[src/rtl/simple_pkg.sv]
// Shared SIMPLE CPU definitions: I/O opcodes and seven-segment types.
package simple_pkg;

   localparam logic [3:0] OP_IN  = 4'd12;
   localparam logic [3:0] OP_OUT = 4'd13;

   // Active-low segment vector, bit order {g,f,e,d,c,b,a}
   typedef logic [6:0] seg7_t;

   localparam seg7_t SEG7_BLANK = 7'h7F;

endpackage

[src/rtl/hex_to_seg7.sv]
// Combinational 4-bit hex digit to active-low seven-segment decoder.
module hex_to_seg7
   import simple_pkg::*;
(
   input  logic [3:0] nib,
   output seg7_t      seg
);

   always_comb begin
      seg = SEG7_BLANK;
      unique case (nib)
         4'h0: seg = 7'h40;
         4'h1: seg = 7'h79;
         4'h2: seg = 7'h24;
         4'h3: seg = 7'h30;
         4'h4: seg = 7'h19;
         4'h5: seg = 7'h12;
         4'h6: seg = 7'h02;
         4'h7: seg = 7'h78;
         4'h8: seg = 7'h00;
         4'h9: seg = 7'h10;
         4'hA: seg = 7'h08;
         4'hB: seg = 7'h03;
         4'hC: seg = 7'h46;
         4'hD: seg = 7'h21;
         4'hE: seg = 7'h06;
         4'hF: seg = 7'h0E;
         default: seg = SEG7_BLANK;
      endcase
   end

endmodule

[src/rtl/out_port_display.sv]
// CPU output port: latches 16-bit writes and scans them onto a 4-digit 7-seg display.
// Optional leading-zero blanking is enabled by defining SEG7_BLANK_LZ_EN.
module out_port_display
   import simple_pkg::*;
#(
   parameter int DIV   = 50000,
   parameter int DIV_W = 16
) (
   input  logic        clk,
   input  logic        rst_n,
   input  logic        out_we,
   input  logic [15:0] out_data,
   output logic        out_ack,
   output logic [15:0] disp_val,
   output logic [3:0]  an,
   output seg7_t       seg,
   output logic        dp
);

   localparam logic [DIV_W-1:0] DIV_LAST = DIV_W'(DIV - 1);

   logic [15:0]      data_q;
   logic [DIV_W-1:0] div_cnt;
   logic [1:0]       dig;

   logic [15:0]      data_next;
   logic [DIV_W-1:0] div_cnt_next;
   logic [1:0]       dig_next;
   logic             tick;
   logic [3:0]       nib;
   seg7_t            seg_dec;
   seg7_t            seg_next;
   logic             blank;

   assign dp = 1'b1;

   // Outputs are computed from next-state values so a write and a digit step
   // landing on the same edge both show up immediately.
   always_comb begin
      tick         = (div_cnt == DIV_LAST);
      div_cnt_next = tick ? '0 : div_cnt + 1'b1;
      dig_next     = tick ? dig + 2'd1 : dig;
      data_next    = out_we ? out_data : data_q;
      nib          = data_next[{dig_next, 2'b00} +: 4];
   end

   hex_to_seg7 u_dec (
      .nib (nib),
      .seg (seg_dec)
   );

   always_comb begin
      blank = 1'b0;
`ifdef SEG7_BLANK_LZ_EN
      unique case (dig_next)
         2'd3:    blank = (data_next[15:12] == 4'h0);
         2'd2:    blank = (data_next[15:8]  == 8'h00);
         2'd1:    blank = (data_next[15:4]  == 12'h000);
         default: blank = 1'b0;
      endcase
`endif
      seg_next = blank ? SEG7_BLANK : seg_dec;
   end

   always_ff @(posedge clk or negedge rst_n) begin
      if (!rst_n) begin
         data_q   <= '0;
         div_cnt  <= '0;
         dig      <= 2'd0;
         out_ack  <= 1'b0;
         disp_val <= 16'h0000;
         an       <= 4'b1110;
         seg      <= 7'h40;
      end else begin
         data_q   <= data_next;
         div_cnt  <= div_cnt_next;
         dig      <= dig_next;
         out_ack  <= out_we;
         disp_val <= data_next;
         an       <= ~(4'b0001 << dig_next);
         seg      <= seg_next;
      end
   end

endmodule

[config.mk]
export PLATFORM = sky130hd
export DESIGN_NAME = out_port_display
export DESIGN_NICKNAME = d
export VERILOG_FILES = /design/src/rtl/simple_pkg.sv /design/src/rtl/hex_to_seg7.sv /design/src/rtl/out_port_display.sv
export SDC_FILE = /design/constraint.sdc
export NUM_CORES = 1
export LEC_CHECK = 0
export CORE_MARGIN = 2
export CORE_UTILIZATION = 50
export DETAILED_ROUTE_END_ITERATION = 12
export PLACE_DENSITY = 0.9
export SLEW_MARGIN = 40
export SYNTH_ARGS = -nofsm -noshare
export SYNTH_HDL_FRONTEND = slang
export SYNTH_SLANG_ARGS = --single-unit
[constraint.sdc]
create_clock -name clk -period 8.29 [get_ports clk]
set_input_delay 1.658 -clock clk [delete_from_list [all_inputs] [get_ports clk]]
set_output_delay 1.658 -clock clk [all_outputs]
set_load 0.005 [all_outputs]
After elaboration in Yosys (flattened, before gate mapping)

Memory sizes are Yosys's and may differ from the RTL's. A register that Yosys moved wholly into a read port is not among the register bits.
Cells that the tools add are included.

Flip-flop bits (word level): 39
Output and inout port bits: 29
Input bits: 19
Memories: 1
Logic and storage cells: 16
Bits in read-only memories: 112

Reduce and logical (&&, ||, !) cells: 1
Mux-type cells: 3
Shift-type cells: 2
Bitwise logic cells: 1
Eq/ne operators: 1
$add $sub $neg: 2

Memories:

| memory          | words | width | read ports | clocked after memory_dff | write ports | RTL line          | text |
|---|---|---|---|---|---|---|---|
| (no name shown) | 16    | 7     | 1          | 1                        | 0           | hex_to_seg7.sv:11 | `unique case (nib)` |

Operators by type and width:

| operator                                        | number |
|---|---|
| two-way mux 16 bit                              | 2 |
| adder 16 x 1 -> 16 bit, second input constant   | 1 |
| equality test 16 bit, second input constant     | 1 |
| variable part select 16 x 5 -> 4 bit            | 1 |
| NOT 4 bit                                       | 1 |
| << shifter 1 x 2 -> 4 bit, first input constant | 1 |
| adder 2 x 1 -> 2 bit, second input constant     | 1 |
| two-way mux 2 bit                               | 1 |
| zero test 1 bit                                 | 1 |

Logic depth before layout (Yosys ltp)

Gate-level depths: netlist of the first run.

Depth in word-level cells: 4
Depth in mapped cells: 12

Hierarchy

Synthesis of the first run repeated with hierarchy kept, for this count alone.

Cells, all modules: 217
Area, all modules: 2,411.1 sq um

Modules (own cells, without submodules):

| module           | area an instance (sq um) | cells an instance | instances |
|---|---|---|---|
| out_port_display | 2,135.8                  | 185               | 1 |
| hex_to_seg7      | 275.3                    | 32                | 1 |

Worst setup path after synthesis of the first run

Ideal clock, no wire load.

Kind: input-to-reg
Start point: in out_we
End point: reg seg[0]
Stages on the path: 10
Setup slack: 4.017 ns
Required time: 8.167 ns
Path buffers: 2
Arrival time: 4.150 ns
Cells stage by stage: clkbuf_1 -> buf_1 -> mux2_2 -> nor2_1 -> o311ai_0 -> a32oi_1 -> inv_1 -> ha_1 -> or3_1 -> o221a_1

Cells in the longest elaborated chain, start to end: 2

RTL lines:

| item                                 | RTL line               | text |
|---|---|---|
| from (decl)                          | out_port_display.sv:11 | `input logic out_we,` |
| two-way mux 16 bit                   | out_port_display.sv:43 | `data_next = out_we ? out_data : data_q;` |
| via data_next[8]                     | out_port_display.sv:26 | `logic [15:0] data_next;` |
| variable part select 16 x 5 -> 4 bit | out_port_display.sv:44 | `nib = data_next[{dig_next, 2'b00} +: 4];` |
| to (decl)                            | out_port_display.sv:16 | `output seg7_t seg,` |

The timed path passes the listed nets, and every way through them passes these cells.

Worst setup path after layout of the first run

Ends and elaborated chain as after synthesis.

==> out/qor.yml, run 1 <==
global_route:
  overflow: 0
  busiest_layer: "met2"
  antenna_found_initial: 0
  grt.total_usage_pct: 19.0
  gr-usage-met3_pct: 4.42
  grt_pass1_vias: 1620
  grt_use_met2_pct: 30.8
  use_met1_pct: 24.6
  grt_max_degree: 47
  grt_first_pass_wirelength_mm: 7.49
layout:
  layout_common_cells: "clkdlybuf4s50_1, dfrtp_1, mux2i_1"
  final_common_cell: "clkdlybuf4s50_1"
  utilization_pct: 65.0
  drive_gt1_share_pct: 11.8
  nFillCells: 332
  syn_to_final_growth_pct: 25.4
  antennaDiodeCount: 0
  final_nets: 271
sta:
  timing.fmax_mhz: 249
  rsz0062_at_grt: "false"
  tightest_slew_ns: 0.743
  clock-skew-final_ns: 0.00454
  max-slew-margin-rel_pct: 50.3
  finalHoldViolCount: 0
  final_max_slew_viol_count: 0
  fin_ws_ns: 4.28
  finalCriticalPeriod_ns: 4.01
  setup_tns_ns: 0
  period_share_pct: 48.4
  setup_viol: 0
die:
  chipHeight_um: 71.2
  floorplan.initialDensity_pct: 51.9
  dieArea_sq_um: 5070
  core_area_sq_um: 4350
  die_width_um: 71.2
  ios: 48
  row_count: 24
drt:
  routed_wl_mm: 4.61
  drcViolationCount: 0
  drt_iter0_markers: 64
  drt_pass1_iterations: 4
  post_drt_via_cell_ratio: 5.55
  vias: 1653
  routedWlPerCell_um: 15.5
  ant_nets: 0
worst_setup_path:
  cp-start-kind: "primary input"
  critPathKind: "primary input to register"
  endpoint_kind: "register"
  crit_arrival_ns: 4.20
  crit_fanout: 17
  cp_data_required_time_ns: 8.48
clocking:
  cts_tree: "built"
  clockRootBuffer: "clkbuf_8"
  cts_num_sinks: 46
  cts_buffer_depth: 2
  cts_buffers: 5
  ctsResizeCount: 0
  htreeDepth: 2
  ctsHoldBuffers: 0
  clk_latency_ns: 0.30
  clk_pin_slew_worst_paths_ns: 0.08
  cts_setup_buffers: 0
synth:
  yosysTopAreaCell: "dfrtp_1"
  syn_area_per_cell_sq_um: 11.3
  synth_compound_area_share_pct: 6.54
  yosys-top-cells-area: "dfrtp_1, mux2i_1, mux2_2"
  synth_xor_area_share_pct: 6.20
  syn-num-nets: 226
  synth-seq-cells: 46
  synthesis.area_sq_um: 2260
  synthCells: 200
  ys_warn_count: 0
  synth_fa_ha_area_share_pct: 3.88
  synth_top_family_by_area: "simple AND/OR/NAND/NOR gates"
  synth_top_flop_cell: "dfrtp_1"
  yosys.area_share.simple_pct: 15.8
  synth_edf_count: 0
  synth_mux_area_share_pct: 12.1
  yosys.area.top_type_share_pct: 46.5
  synthDistinctLibCells: 41
  synthArstFlopShare_pct: 100
  ys_seq_area_share_pct: 51.2
outcome:
  status: "finished clean"
placement:
  dp_hpwl_mm: 3.26
  post-place-ws_ns: 3.34
  place_congestion: 0.799
  port_buffers: 46
run:
  cap_violations: 0
pwr:
  leakagePower_nw: 1.25
  peakVddDrop_v: 0.0000910
  p_per_area_nw_per_um2: 165
hold_path:
  min_path_type: "register to register"
where the power goes:
group          switching [mW]  internal [mW]  total [mW]
combinational          0.0358         0.0497      0.0855
sequential            0.00597          0.239       0.245
clock                  0.0694         0.0680       0.137
total                   0.111          0.356       0.468
flip-flops by register name, indices dropped and copies added, names as in the netlist:
| register | flops |
|---|---|
| data_q | 16 |
| div_cnt | 16 |
| an | 4 |
| seg | 7 |
| dig | 2 |
| out_ack | 1 |
path summary, 6_finish.rpt:
kind | start | end | slack, ns | cells past startpoint
worst min register to register | div_cnt[0] | div_cnt[0] | 0.46 | 1
worst max register to register | div_cnt[5] | seg[0] | 4.77 | 9
worst min-delay path | div_cnt[0] | div_cnt[0] | 0.46 | 1
worst max-delay path | out_we | seg[0] | 4.28 | 9
max in group asynchronous | rst_n | an[1] | 6.54 | 1
min in group asynchronous | rst_n | data_q[10] | 1.35 | 1
synth_stat cells (all sizes together) (6+ instances only):
cell type and n:
dfrtp 42, mux2i 15, nand2 13, nor2 13, nand3 12, inv 11
mux2 11, xnor2 10, ha 7, o21ai 7, buf 6, xor2 6
layer usage:
metal	routed length, um	up-vias
li1	-	782
met1	1990	812
met2	2290	51
met3	234	8
met4	94	0
met5	0	-
cells by family after synthesis:
logic type      Yosys count
mux                      26
other cells               1
fa+ha+maj                 7
compound gates           21
buf+inv                  21
flops                    46
xor+xnor                 16
simple gates             62
worst max-delay path, stage by stage:
cell and delay, ns:
buf_2 0.35, mux2_2 0.41, nor2_1 0.09, o311ai_0 0.15, a32oi_1 0.60, inv_1 0.15, ha_1 0.25, or3_1 0.40
o221a_1 0.13
metrics by stage:
step	total power, mW	cell area, sq um	cells	hold slack (ns)
after floorplan	0.287	2260	200	0.432
after global placement	0.332	2740	290	0.446
after detailed placement	0.335	2740	290	0.453
after CTS	0.473	2830	298	0.464
after global routing	0.489	2830	298	0.482
final	0.468	2830	298	0.464
area by class of cell:
class                      instances  area, sq um  area share, %
sequential                        46         1160           40.8
multi-input combinational        133         1010           35.8
inverter                          12         45.0           1.59
timing repair buffer              47          460           16.3
tap                               52         65.1           2.30
clock buffer                       8         90.1           3.18
Note: power is estimated with default switching activity, not from simulation.
==> run 2, diff against run 1 <==
- clock period: 8.29 -> 4.1 ns (I/O delays scaled with it)
==> run 2 against run 1 <==
First-iteration DRC count up 39%. Sequential share of layout area down 0.71 points. Die area unchanged. Clock skew up 0.0064 ns. Combinational power up 110%. Critical path depth unchanged. Clock-buffer cell count down 3. Final area up 1.8%. Non-clock buffer count up 4. Setup slack worse by 3.4 ns. Routed wire length down 1.5%. Worst hold slack worse by 0.0010 ns.
==> out/qor.yml, run 2 (synthesis gave the netlist of run 1 again) <==
sta:
  rsz0062_at_grt: "false"
  max-slew-margin-rel_pct: 49.6  # -0.74 points
  timing.fmax_mhz: 306
  setup_tns_ns: 0  # unchanged
  period_share_pct: 79.7
  finalHoldViolCount: 0  # unchanged
  final_max_slew_viol_count: 0  # unchanged
  finalCriticalPeriod_ns: 3.27
  clock-skew-final_ns: 0.0109  # +0.00636 ns
  tightest_slew_ns: 0.754  # +0.0110 ns
  setup_viol: 0  # unchanged
pwr:
  p_per_area_nw_per_um2: 346  # +110%
  peakVddDrop_v: 0.000187  # +110%
  power_uw: 997  # +110%
  leakagePower_nw: 1.28  # +2.4%
drt:
  vias: 1635  # -1.1%
  ant_nets: 0  # unchanged
  routed_wl_mm: 4.54  # -1.5%
  drt_iter0_markers: 89  # +39%
  routedWlPerCell_um: 15.0  # -2.8%
  drcViolationCount: 0  # unchanged
  post_drt_via_cell_ratio: 5.41  # -2.4%
  drt_pass1_iterations: 4  # unchanged
global_route:
  grt_max_degree: 47  # unchanged
  antenna_found_initial: 0  # unchanged
  grt.total_usage_pct: 19.7  # +0.67 points
  overflow: 0  # unchanged
  grt_pass1_vias: 1633  # +0.80%
  grt_first_pass_wirelength_mm: 7.67  # +2.5%
layout:
  final_nets: 275  # +1.5%
  top_regs: "data_q: 16 flops, div_cnt: 16 flops, seg: 7 flops"
  syn_to_final_growth_pct: 27.6
  nFillCells: 352  # +6.0%
  multi_input_area_sq_um: 1010  # -0.37%
  layout_common_cells: "clkdlybuf4s50_1, dfrtp_1, mux2i_1"
  final_common_cell: "clkdlybuf4s50_1"
  drive_gt1_share_pct: 13.2  # +1.4 points
  register_area_sq_um: 1160  # unchanged
  antennaDiodeCount: 0  # unchanged
clocking:
  clockRootBuffer: "clkbuf_8"
  cts_tree: "built"
  clk_latency_ns: 0.30  # about the same
  ctsResizeCount: 0  # unchanged
  clk_pin_slew_worst_paths_ns: 0.09  # about the same
  cts_setup_buffers: 0  # unchanged
  cts_num_sinks: 46  # unchanged
  cts_buffer_depth: 2  # unchanged
  htreeDepth: 2  # unchanged
  ctsHoldBuffers: 0  # unchanged
  cts_buffers: 5  # unchanged
hold_path:
  worstHoldStart: "div_cnt[0]"
  min_path_type: "register to register"
  hold_depth: 1  # unchanged
  hold_path_end: "div_cnt[0]"
placement:
  place_congestion: 0.761  # -4.7%
  dp_hpwl_mm: 3.23  # -0.98%
  port_buffers: 46  # unchanged
worst_setup_path:
  endpoint_kind: "register"
  cp_data_required_time_ns: 4.30  # -4.18 ns
  critPathKind: "primary input to register"
  rr_startpoint: "div_cnt[5]"
  reg2reg_slack_ns: 0.98  # -3.79 ns
  crit_fanout: 11  # -6
  reg2reg_to: "seg[3]"
  r2r_cells: 11  # +2
  crit_arrival_ns: 3.46  # -0.74 ns
  cp-start-kind: "primary input"
die:
  floorplan.initialDensity_pct: 51.9  # unchanged
  row_count: 24  # unchanged
  chipHeight_um: 71.2  # unchanged
  die_width_um: 71.2  # unchanged
  dieArea_sq_um: 5070  # unchanged
  core_area_sq_um: 4350  # unchanged
  ios: 48  # unchanged
outcome:
  status: "finished clean"
run:
  cap_violations: 0  # unchanged
==> run 2: changes by cell type in the layout (fill, tap and decap cells not counted), sizes merged <==
cell / previous run / this run
buf: 3 / 6
clkdlybuf4s50: 44 / 45
clkinv: 1 / 3
clkbuf: 8 / 5
bufinv: 0 / 1
==> run 2: critical path: stages <==
cell	delay, ns
clkdlybuf4s50_1	0.77
buf_4	0.23
mux2i_1	0.26
and3_1	0.19
a2111oi_1	0.05
a311o_2	0.41
ha_1	0.24
or3_1	0.37
o221a_1	0.12
==> run 2: worst max-delay path by stage <==
stage / startpoint / end / slack [ns] / depth (start not counted)
after floorplan: out_we / seg[0] / 0.67 / 10
after global placement: out_we / seg[0] / 0.59 / 10
after detailed placement: out_we / seg[0] / 0.52 / 9
after CTS: out_we / seg[0] / 0.84 / 9
after global routing: out_we / seg[0] / 0.67 / 10
final: out_we / seg[0] / 0.83 / 9
==> run 2: report_power, final <==
part	switching, mW	internal (mW)
Clock	0.147	0.179
Combinational	0.0715	0.104
Sequential	0.0120	0.483
==> run 2: per-stage QoR <==
step / setup slack [ns] / std cells / hold slack, ns / utilization [%] / cell area [sq um]
after floorplan: 0.665 / 200 / 0.432 / - / 2260
after global placement: 0.589 / 294 / 0.447 / 63.6 / 2770
after detailed placement: 0.519 / 294 / 0.450 / 63.7 / 2770
after CTS: 0.836 / 302 / 0.464 / 66.2 / 2880
after global routing: 0.670 / 302 / 0.501 / 66.2 / 2880
final: 0.832 / 302 / 0.463 / 66.2 / 2880
==> run 2: cell type report <==
class                      instances  area share, %
sequential                        46           40.1
multi-input combinational        133           35.1
timing repair buffer              51           17.2
clock buffer                       5           2.39
tap                               52           2.26
inverter                          12           1.56
clock inverter                     3           1.39
==> run 2: metal layers <==
layer | part of all wire (%) | global-route usage (%)
met4 | 1.5 | 6.08
met2 | 50 | 32.9
met5 | 0 | 0
met1 | 43 | 25.0
met3 | 5.3 | 5.13
